<file path="src/rtl/imem_arbiter.sv">
// Round-robin arbiter sharing the instruction-memory read port between fetch (0) and debug (1).
// Define IMEM_ARB_STATS_EN to add saturating grant/conflict/error counters as extra outputs.
module imem_arbiter #(
    parameter int ADDR_W    = 64,
    parameter int DATA_W    = 32,
    parameter int MEM_BYTES = 64
) (
    input  logic              clk,
    input  logic              rst_n,
    input  logic              req0_valid,
    input  logic [ADDR_W-1:0] req0_addr,
    output logic              req0_ready,
    output logic              rsp0_valid,
    output logic [DATA_W-1:0] rsp0_data,
    output logic              rsp0_err,
    input  logic              rsp0_ready,
    input  logic              req1_valid,
    input  logic [ADDR_W-1:0] req1_addr,
    output logic              req1_ready,
    output logic              rsp1_valid,
    output logic [DATA_W-1:0] rsp1_data,
    output logic              rsp1_err,
    input  logic              rsp1_ready,
`ifdef IMEM_ARB_STATS_EN
    output logic [15:0]       grant_cnt0,
    output logic [15:0]       grant_cnt1,
    output logic [15:0]       conflict_cnt,
    output logic [15:0]       err_cnt,
`endif
    output logic [ADDR_W-1:0] mem_addr,
    input  logic [DATA_W-1:0] mem_data
);

    localparam logic [1:0] IDLE = 2'd0;
    localparam logic [1:0] READ = 2'd1;
    localparam logic [1:0] RESP = 2'd2;

    // Highest legal word address; compared at full ADDR_W so high bits cannot alias.
    localparam logic [ADDR_W-1:0] MAX_ADDR = ADDR_W'(MEM_BYTES - 4);

    logic [1:0]        state_q, state_d;
    logic [ADDR_W-1:0] addr_q, addr_d;
    logic              owner_q, owner_d;
    logic              last_grant_q, last_grant_d;
    logic [DATA_W-1:0] rsp0_data_q, rsp0_data_d;
    logic [DATA_W-1:0] rsp1_data_q, rsp1_data_d;
    logic              rsp0_err_q, rsp0_err_d;
    logic              rsp1_err_q, rsp1_err_d;

    logic grant1;
    logic addr_err;
    logic rsp_handshake;

    always_comb begin
        state_d      = state_q;
        addr_d       = addr_q;
        owner_d      = owner_q;
        last_grant_d = last_grant_q;
        rsp0_data_d  = rsp0_data_q;
        rsp1_data_d  = rsp1_data_q;
        rsp0_err_d   = rsp0_err_q;
        rsp1_err_d   = rsp1_err_q;
        req0_ready   = 1'b0;
        req1_ready   = 1'b0;

        grant1        = (req0_valid && req1_valid) ? ~last_grant_q : req1_valid;
        addr_err      = (addr_q[1:0] != 2'b00) || (addr_q > MAX_ADDR);
        rsp_handshake = (state_q == RESP) && (owner_q ? rsp1_ready : rsp0_ready);

        case (state_q)
            IDLE: begin
                if (req0_valid || req1_valid) begin
                    req0_ready   = ~grant1;
                    req1_ready   = grant1;
                    addr_d       = grant1 ? req1_addr : req0_addr;
                    owner_d      = grant1;
                    last_grant_d = grant1;
                    state_d      = READ;
                end
            end
            READ: begin
                if (owner_q) begin
                    rsp1_data_d = addr_err ? '0 : mem_data;
                    rsp1_err_d  = addr_err;
                end else begin
                    rsp0_data_d = addr_err ? '0 : mem_data;
                    rsp0_err_d  = addr_err;
                end
                state_d = RESP;
            end
            RESP: begin
                if (rsp_handshake) state_d = IDLE;
            end
            default: state_d = IDLE;
        endcase
    end

    always_ff @(posedge clk or negedge rst_n) begin
        if (!rst_n) begin
            state_q      <= IDLE;
            addr_q       <= '0;
            owner_q      <= 1'b0;
            last_grant_q <= 1'b1;
            rsp0_data_q  <= '0;
            rsp1_data_q  <= '0;
            rsp0_err_q   <= 1'b0;
            rsp1_err_q   <= 1'b0;
        end else begin
            state_q      <= state_d;
            addr_q       <= addr_d;
            owner_q      <= owner_d;
            last_grant_q <= last_grant_d;
            rsp0_data_q  <= rsp0_data_d;
            rsp1_data_q  <= rsp1_data_d;
            rsp0_err_q   <= rsp0_err_d;
            rsp1_err_q   <= rsp1_err_d;
        end
    end

    assign mem_addr   = addr_q;
    assign rsp0_valid = (state_q == RESP) && !owner_q;
    assign rsp1_valid = (state_q == RESP) && owner_q;
    assign rsp0_data  = rsp0_data_q;
    assign rsp1_data  = rsp1_data_q;
    assign rsp0_err   = rsp0_err_q;
    assign rsp1_err   = rsp1_err_q;

`ifdef IMEM_ARB_STATS_EN
    logic [15:0] grant_cnt0_q, grant_cnt0_d;
    logic [15:0] grant_cnt1_q, grant_cnt1_d;
    logic [15:0] conflict_cnt_q, conflict_cnt_d;
    logic [15:0] err_cnt_q, err_cnt_d;

    always_comb begin
        grant_cnt0_d   = grant_cnt0_q;
        grant_cnt1_d   = grant_cnt1_q;
        conflict_cnt_d = conflict_cnt_q;
        err_cnt_d      = err_cnt_q;
        if (req0_ready && grant_cnt0_q != 16'hFFFF) grant_cnt0_d = grant_cnt0_q + 16'd1;
        if (req1_ready && grant_cnt1_q != 16'hFFFF) grant_cnt1_d = grant_cnt1_q + 16'd1;
        if (state_q == IDLE && req0_valid && req1_valid && conflict_cnt_q != 16'hFFFF)
            conflict_cnt_d = conflict_cnt_q + 16'd1;
        if (rsp_handshake && (owner_q ? rsp1_err_q : rsp0_err_q) && err_cnt_q != 16'hFFFF)
            err_cnt_d = err_cnt_q + 16'd1;
    end

    always_ff @(posedge clk or negedge rst_n) begin
        if (!rst_n) begin
            grant_cnt0_q   <= '0;
            grant_cnt1_q   <= '0;
            conflict_cnt_q <= '0;
            err_cnt_q      <= '0;
        end else begin
            grant_cnt0_q   <= grant_cnt0_d;
            grant_cnt1_q   <= grant_cnt1_d;
            conflict_cnt_q <= conflict_cnt_d;
            err_cnt_q      <= err_cnt_d;
        end
    end

    assign grant_cnt0   = grant_cnt0_q;
    assign grant_cnt1   = grant_cnt1_q;
    assign conflict_cnt = conflict_cnt_q;
    assign err_cnt      = err_cnt_q;
`endif

endmodule
</file>
<file path="config.mk">
export PLATFORM = sky130hd
export DESIGN_NAME = imem_arbiter
export DESIGN_NICKNAME = d
export VERILOG_FILES = /design/src/rtl/imem_arbiter.sv
export SDC_FILE = /design/constraint.sdc
export NUM_CORES = 1
export LEC_CHECK = 0
export ABC_CLOCK_PERIOD_IN_PS = 1700
export BUFFER_PORTS_ARGS = -buffer_cell sky130_fd_sc_hd__buf_2
export CAP_MARGIN = 40
export CORE_MARGIN = 3
export CORE_UTILIZATION = 40
export DETAILED_ROUTE_END_ITERATION = 12
export PLACE_DENSITY = 0.83
export SETUP_SLACK_MARGIN = 0.15
export SYNTH_ARGS = -nofsm -noshare
export SYNTH_HDL_FRONTEND = slang
export SYNTH_SLANG_ARGS = --single-unit
</file>
<file path="constraint.sdc">
create_clock -name clk -period 1.7 [get_ports clk]
set_input_delay 0.085 -clock clk [delete_from_list [all_inputs] [get_ports clk]]
set_output_delay 0.085 -clock clk [all_outputs]
set_load 0.02 [all_outputs]
</file>
Word-level counts from Yosys, hierarchy flattened --
Cells that the tools add are included.
Cells by class: magnitude comparators 1, equal/unequal tests 4, muxes and demuxes 11, bitwise gates (word level) 3, reductions and logical operators 13
Operators by type and width (count):
- 64-bit by 6-bit greater-than comparator with 1-bit output (second input constant) | 1
- 64-bit 2-to-1 mux | 1
- 32-bit 2-to-1 mux | 1
- 2-bit AND reduction | 4
- 1-bit 2-to-1 mux | 6
- 2-bit case mux with 3 select lines | 1
- 1-bit logical AND | 4
- 2-bit 2-to-1 mux | 2
- 2-bit inequality test (second input constant) | 2
- 1-bit NOT | 3
- 2-bit by 1-bit equality test with 1-bit output (second input constant) | 1
- 2-bit equality test (second input constant) | 1
- 2-bit zero test | 1
- 1-bit logical OR | 2
- 2-bit nonzero test | 1
- 1-bit zero test | 1
Storage, ports and cells: register bits 134, bits of input ports 166, output and inout bits 134, word-level logic and storage cells 40

Depth between registers and ports, before layout --
depth after elaboration 5, gate-level depth with buffers 7, depth with buffers taken out 4

Worst setup path after synthesis --
No wires, ideal clock.
path type register to register, start register addr_q[55], in the netlist mem_addr[55], end register rsp0_data_q[10], in the netlist rsp0_data[10], setup time 66 ps, arrival time 1712 ps, data required time 1634 ps, setup slack -78 ps, stages on the path, launching flop included 6, path buffers 1, period minus slack after synthesis 1778 ps, cell sequence dfrtp_1 nor4_2 nand4_2 nor4_4 buf_6 a22o_1
On the way: longest elaborated chain between the ends 3
Ends and longest elaborated chain:
- from (decl) | RTL line 42 | logic [ADDR_W-1:0] addr_q, addr_d;
- from (signal assigned) | RTL line 110 | addr_q <= addr_d;
- 64-bit by 6-bit greater-than comparator with 1-bit output | RTL line 67 | addr_err = (addr_q[1:0] != 2'b00) || (addr_q > MAX_ADDR);
- 1-bit logical OR | RTL line 67
- 32-bit 2-to-1 mux | RTL line 86 | rsp0_data_d = addr_err ? '0 : mem_data;
- to (signal assigned) | RTL line 113 | rsp0_data_q <= rsp0_data_d;
- to (decl) | RTL line 45 | logic [DATA_W-1:0] rsp0_data_q, rsp0_data_d;
No other way between the ends. A chain may end at the register's enable or synchronous reset.

Final worst setup path --
start register addr_q[20], in the netlist mem_addr[20], end register rsp1_data_q[29], in the netlist rsp1_data[29]
On the way: longest elaborated chain between the ends 3
Ends and longest elaborated chain:
- 64-bit by 6-bit greater-than comparator with 1-bit output | RTL line 67
- 1-bit logical OR | RTL line 67
- 32-bit 2-to-1 mux | RTL line 83 | rsp1_data_d = addr_err ? '0 : mem_data;
- to (signal assigned) | RTL line 114 | rsp1_data_q <= rsp1_data_d;
- to (decl) | RTL line 46 | logic [DATA_W-1:0] rsp1_data_q, rsp1_data_d;
No other way between the ends.

==> impl_metrics.ini <==
[synth]
synth.ff_latch_count = 134
net_count_after_synthesis = 570
synth_cell_type_count = 26
synth.yosys.seq_area_share_pct = 60.78
synthesis.instances = 404
syn_area_per_cell_sq_um = 13.66
syn_area_sq_um = 5519
yosysWarnings = 0

[floorplanning]
core_area_sq_um = 13350
die_area_sq_um = 15240
fp-row-count = 42
io_pins = 300
initial_core_util_pct = 41.35
die-width_um = 123.5
die-height_um = 123.5

[clocking]
clock_tree.htree_level_count = 4
insertion_delay_ns = 0.42
cts_inserted_buffers = 17
clock-root-buffer = sky130_fd_sc_hd__clkbuf_16
ctsLongestPathBuffers = 2
tritoncts_clock_tree = done
clkTransAtPathRegs_ns = 0.06
clock_sink_count = 134

[drt]
routed_wire_length_per_instance_um = 24.99
firstDrtPassIters = 7
detail_route.wirelength_um = 28520
remaining_drc_errors = 0
drtIter0Drc = 638
routed-wl-met3_um = 2553
antenna_left = 0
dr_total_vias = 6723
highest_layer = met5
met2_wirelength_um = 14440
via_per_inst = 5.892
wl_met1_um = 9500

[critical_path]
worstPathArrival_ns = 2.33
worst_setup_path_start_kind = register
worst_setup_path_end_kind = register
timing_worst_setup_path_type = register to register
crit_required_ns = 2.04
timing.critical_path.fanout_max = 8

[sta]
slew_violations = 0
timing.hold.ws_ns = 0.03983
achievable-frequency_mhz = 502.0
timing.setup.tns_ns = -16.88
period_share_pct = 117.2
final_setup_fails = 131
grt_setup_unrepaired = true
timing.slew.headroom_pct = 70.98
finalWorstPathRequiredPeriod_ns = 1.992
post-route-worst-setup-slack_ns = -0.2920
tightest_slew_ns = 0.4353
final-hold-violation-count = 0
skew_ns = 0.008658

[final_layout]
post_route_cells_drive_above_1_share_pct = 49.74
finish.net_count = 1113
syn2layout_area_growth_pct = 95.10
layoutNonFillerInstCount = 1141

[placement]
placedCellCount = 907
dp_hpwl_um = 12880
final_gp_congestion = 0.9193
portBuffers = 299

[pwr]
fin_total_pwr_uw = 17580
cellLeakagePower_uw = 0.005880
vdd.ir_drop.worst_mv = 1.559
p_per_area_nw_per_um2 = 1632

[global_route]
wire_length_of_the_first_global_routing_pass_um = 40620
antenna_found_initial = 6
maximum_number_of_pins_on_one_net_before_global_route_repair = 80
total_global_route_track_usage_pct = 36.05
grt-ovfl-total = 0
first_global_vias = 7274

[status]
run_status = finished, violations left
failed_checks = negative setup slack

[flow_run]
timing.max_cap.violations = 0

[worst_hold_path]
min_path_type = input port to register
[path summary, 6_finish.rpt]
kind	start	cells past startpoint	slack, ns	endpoint
max	mem_addr[20]	7	-0.29	rsp1_data[29]
min	req1_addr[49]	3	0.04	mem_addr[49]
max reg2reg	mem_addr[20]	7	-0.29	rsp1_data[29]
min reg2reg	rsp0_err	2	0.49	rsp0_err
max in group asynchronous	rst_n	3	1.05	last_grant_q
min in group asynchronous	rst_n	3	0.23	mem_addr[26]
[stage by stage]
stage,area [sq um],util [%],setup WS (ns)
after floorplan,5583,-,-0.03338
after global placement,7684,57.56,-0.3270
after detailed placement,7684,57.56,-0.3051
after CTS,10530,78.90,-0.2013
after global routing,10770,80.65,-0.3168
final,10770,80.67,-0.2920
[cells in the mapped netlist]
library cell / instances / share of area, %
sky130_fd_sc_hd__dfrtp_1: 133 / 60
sky130_fd_sc_hd__a22o_1: 121 / 19
sky130_fd_sc_hd__a21o_1: 66 / 9.0
sky130_fd_sc_hd__clkbuf_1: 15 / 1.0
sky130_fd_sc_hd__a22o_2: 7 / 1.3
sky130_fd_sc_hd__buf_1: 7 / 0.48
sky130_fd_sc_hd__nor4_1: 7 / 0.79
sky130_fd_sc_hd__nor4_2: 7 / 1.6
sky130_fd_sc_hd__buf_2: 6 / 0.54
sky130_fd_sc_hd__buf_6: 6 / 1.2
sky130_fd_sc_hd__nor2_1: 5 / 0.34
sky130_fd_sc_hd__inv_1: 3 / 0.20
sky130_fd_sc_hd__nand2b_1: 3 / 0.34
sky130_fd_sc_hd__nor4_4: 3 / 1.2
sky130_fd_sc_hd__a21oi_1: 2 / 0.18
sky130_fd_sc_hd__nand4_1: 2 / 0.23
sky130_fd_sc_hd__nand4_2: 2 / 0.45
sky130_fd_sc_hd__and3_1: 1 / 0.11
sky130_fd_sc_hd__dfstp_2: 1 / 0.48
sky130_fd_sc_hd__mux2_2: 1 / 0.20
sky130_fd_sc_hd__nand2_1: 1 / 0.068
sky130_fd_sc_hd__nand3b_4: 1 / 0.36
sky130_fd_sc_hd__nand4b_1: 1 / 0.16
sky130_fd_sc_hd__nor3b_1: 1 / 0.14
sky130_fd_sc_hd__o21ai_0: 1 / 0.091
sky130_fd_sc_hd__o21ai_1: 1 / 0.091
[logic make-up (layout without fill, tap and decap cells)]
kind of cell / Yosys count / count (layout) / share of synthesized area, %
and+or+nand+nor: 34 / 34 / 5.736
DFF: 134 / 134 / 60.78
muxes: 1 / 1 / 0.2040
other: 0 / 6 / 0
buffers and inverters: 37 / 592 / 3.469
AOI/OAI and AO/OA: 198 / 198 / 29.81
[repair_timing]
action | in CTS | in global routing
gates resized for setup | 47 | 14
setup endpoints to repair | 132 | 135
hold buffers | 158 | 1
cloned | 13 | 4
buffers inserted | 17 | 4
hold endpoints to repair | 262 | 1
pin swaps | 24 | 11
[registers in the layout (all words and copies together), names as in the netlist]
signal	flops
last_grant_q	1
rsp0_err	1
mem_addr	64
rsp0_data	32
rsp1_data	32
owner_q	1
state_q	2
rsp1_err	1
[critical path, stage by stage, from the launching register on]
cell and delay (ns):
sky130_fd_sc_hd__dfrtp_1 0.40, sky130_fd_sc_hd__nor4_2 0.33, sky130_fd_sc_hd__buf_4 0.16, sky130_fd_sc_hd__nand4_1 0.22
sky130_fd_sc_hd__nor4_4 0.29, sky130_fd_sc_hd__buf_6 0.19, sky130_fd_sc_hd__clkbuf_16 0.17, sky130_fd_sc_hd__a22o_1 0.15
[metal layers]
layer | up-vias | global-route usage (%)
li1 | 2684 | -
met1 | 3271 | 38.00
met2 | 572 | 61.03
met3 | 194 | 11.25
met4 | 2 | 25.33
met5 | - | 0
[power by group]
group	internal, uW	total [uW]	leakage (uW)	switching, uW
registers	4050	5030	0.00173	974
clock network	2170	3610	0.000278	1450
logic	4460	8940	0.00387	4480
[placed cells by master (no fill, tap or decap), drive strengths merged]
cell,count
buf,395
dlygate4sd3,159
dfrtp,133
a22o,128
a21o,66
clkbuf,24
nor4,17
diode,6
nor2,5
clkinv,5
inv,4
nand4,4
clkinvlp,3
nand2b,3
o21ai,2
a21oi,2
nand2,1
and3,1
nand3b,1
nand4b,1
nor3b,1
mux2,1
bufinv,1
bufbuf,1
dfstp,1
[final cells by class]
| type | count | area (sq um) |
|---|---|---|
| Multi-Input combinational cell | 233 | 2173 |
| Timing Repair Buffer | 558 | 4403 |
| Inverter | 3 | 11.26 |
| Clock inverter | 10 | 97.59 |
| Sequential cell | 134 | 3367 |
| Clock buffer | 21 | 480.5 |
| Tap cell | 176 | 220.2 |
| Antenna cell | 6 | 15.01 |
| Fill cell | 715 | 2580 |
(Power assumes the default switching activity.)
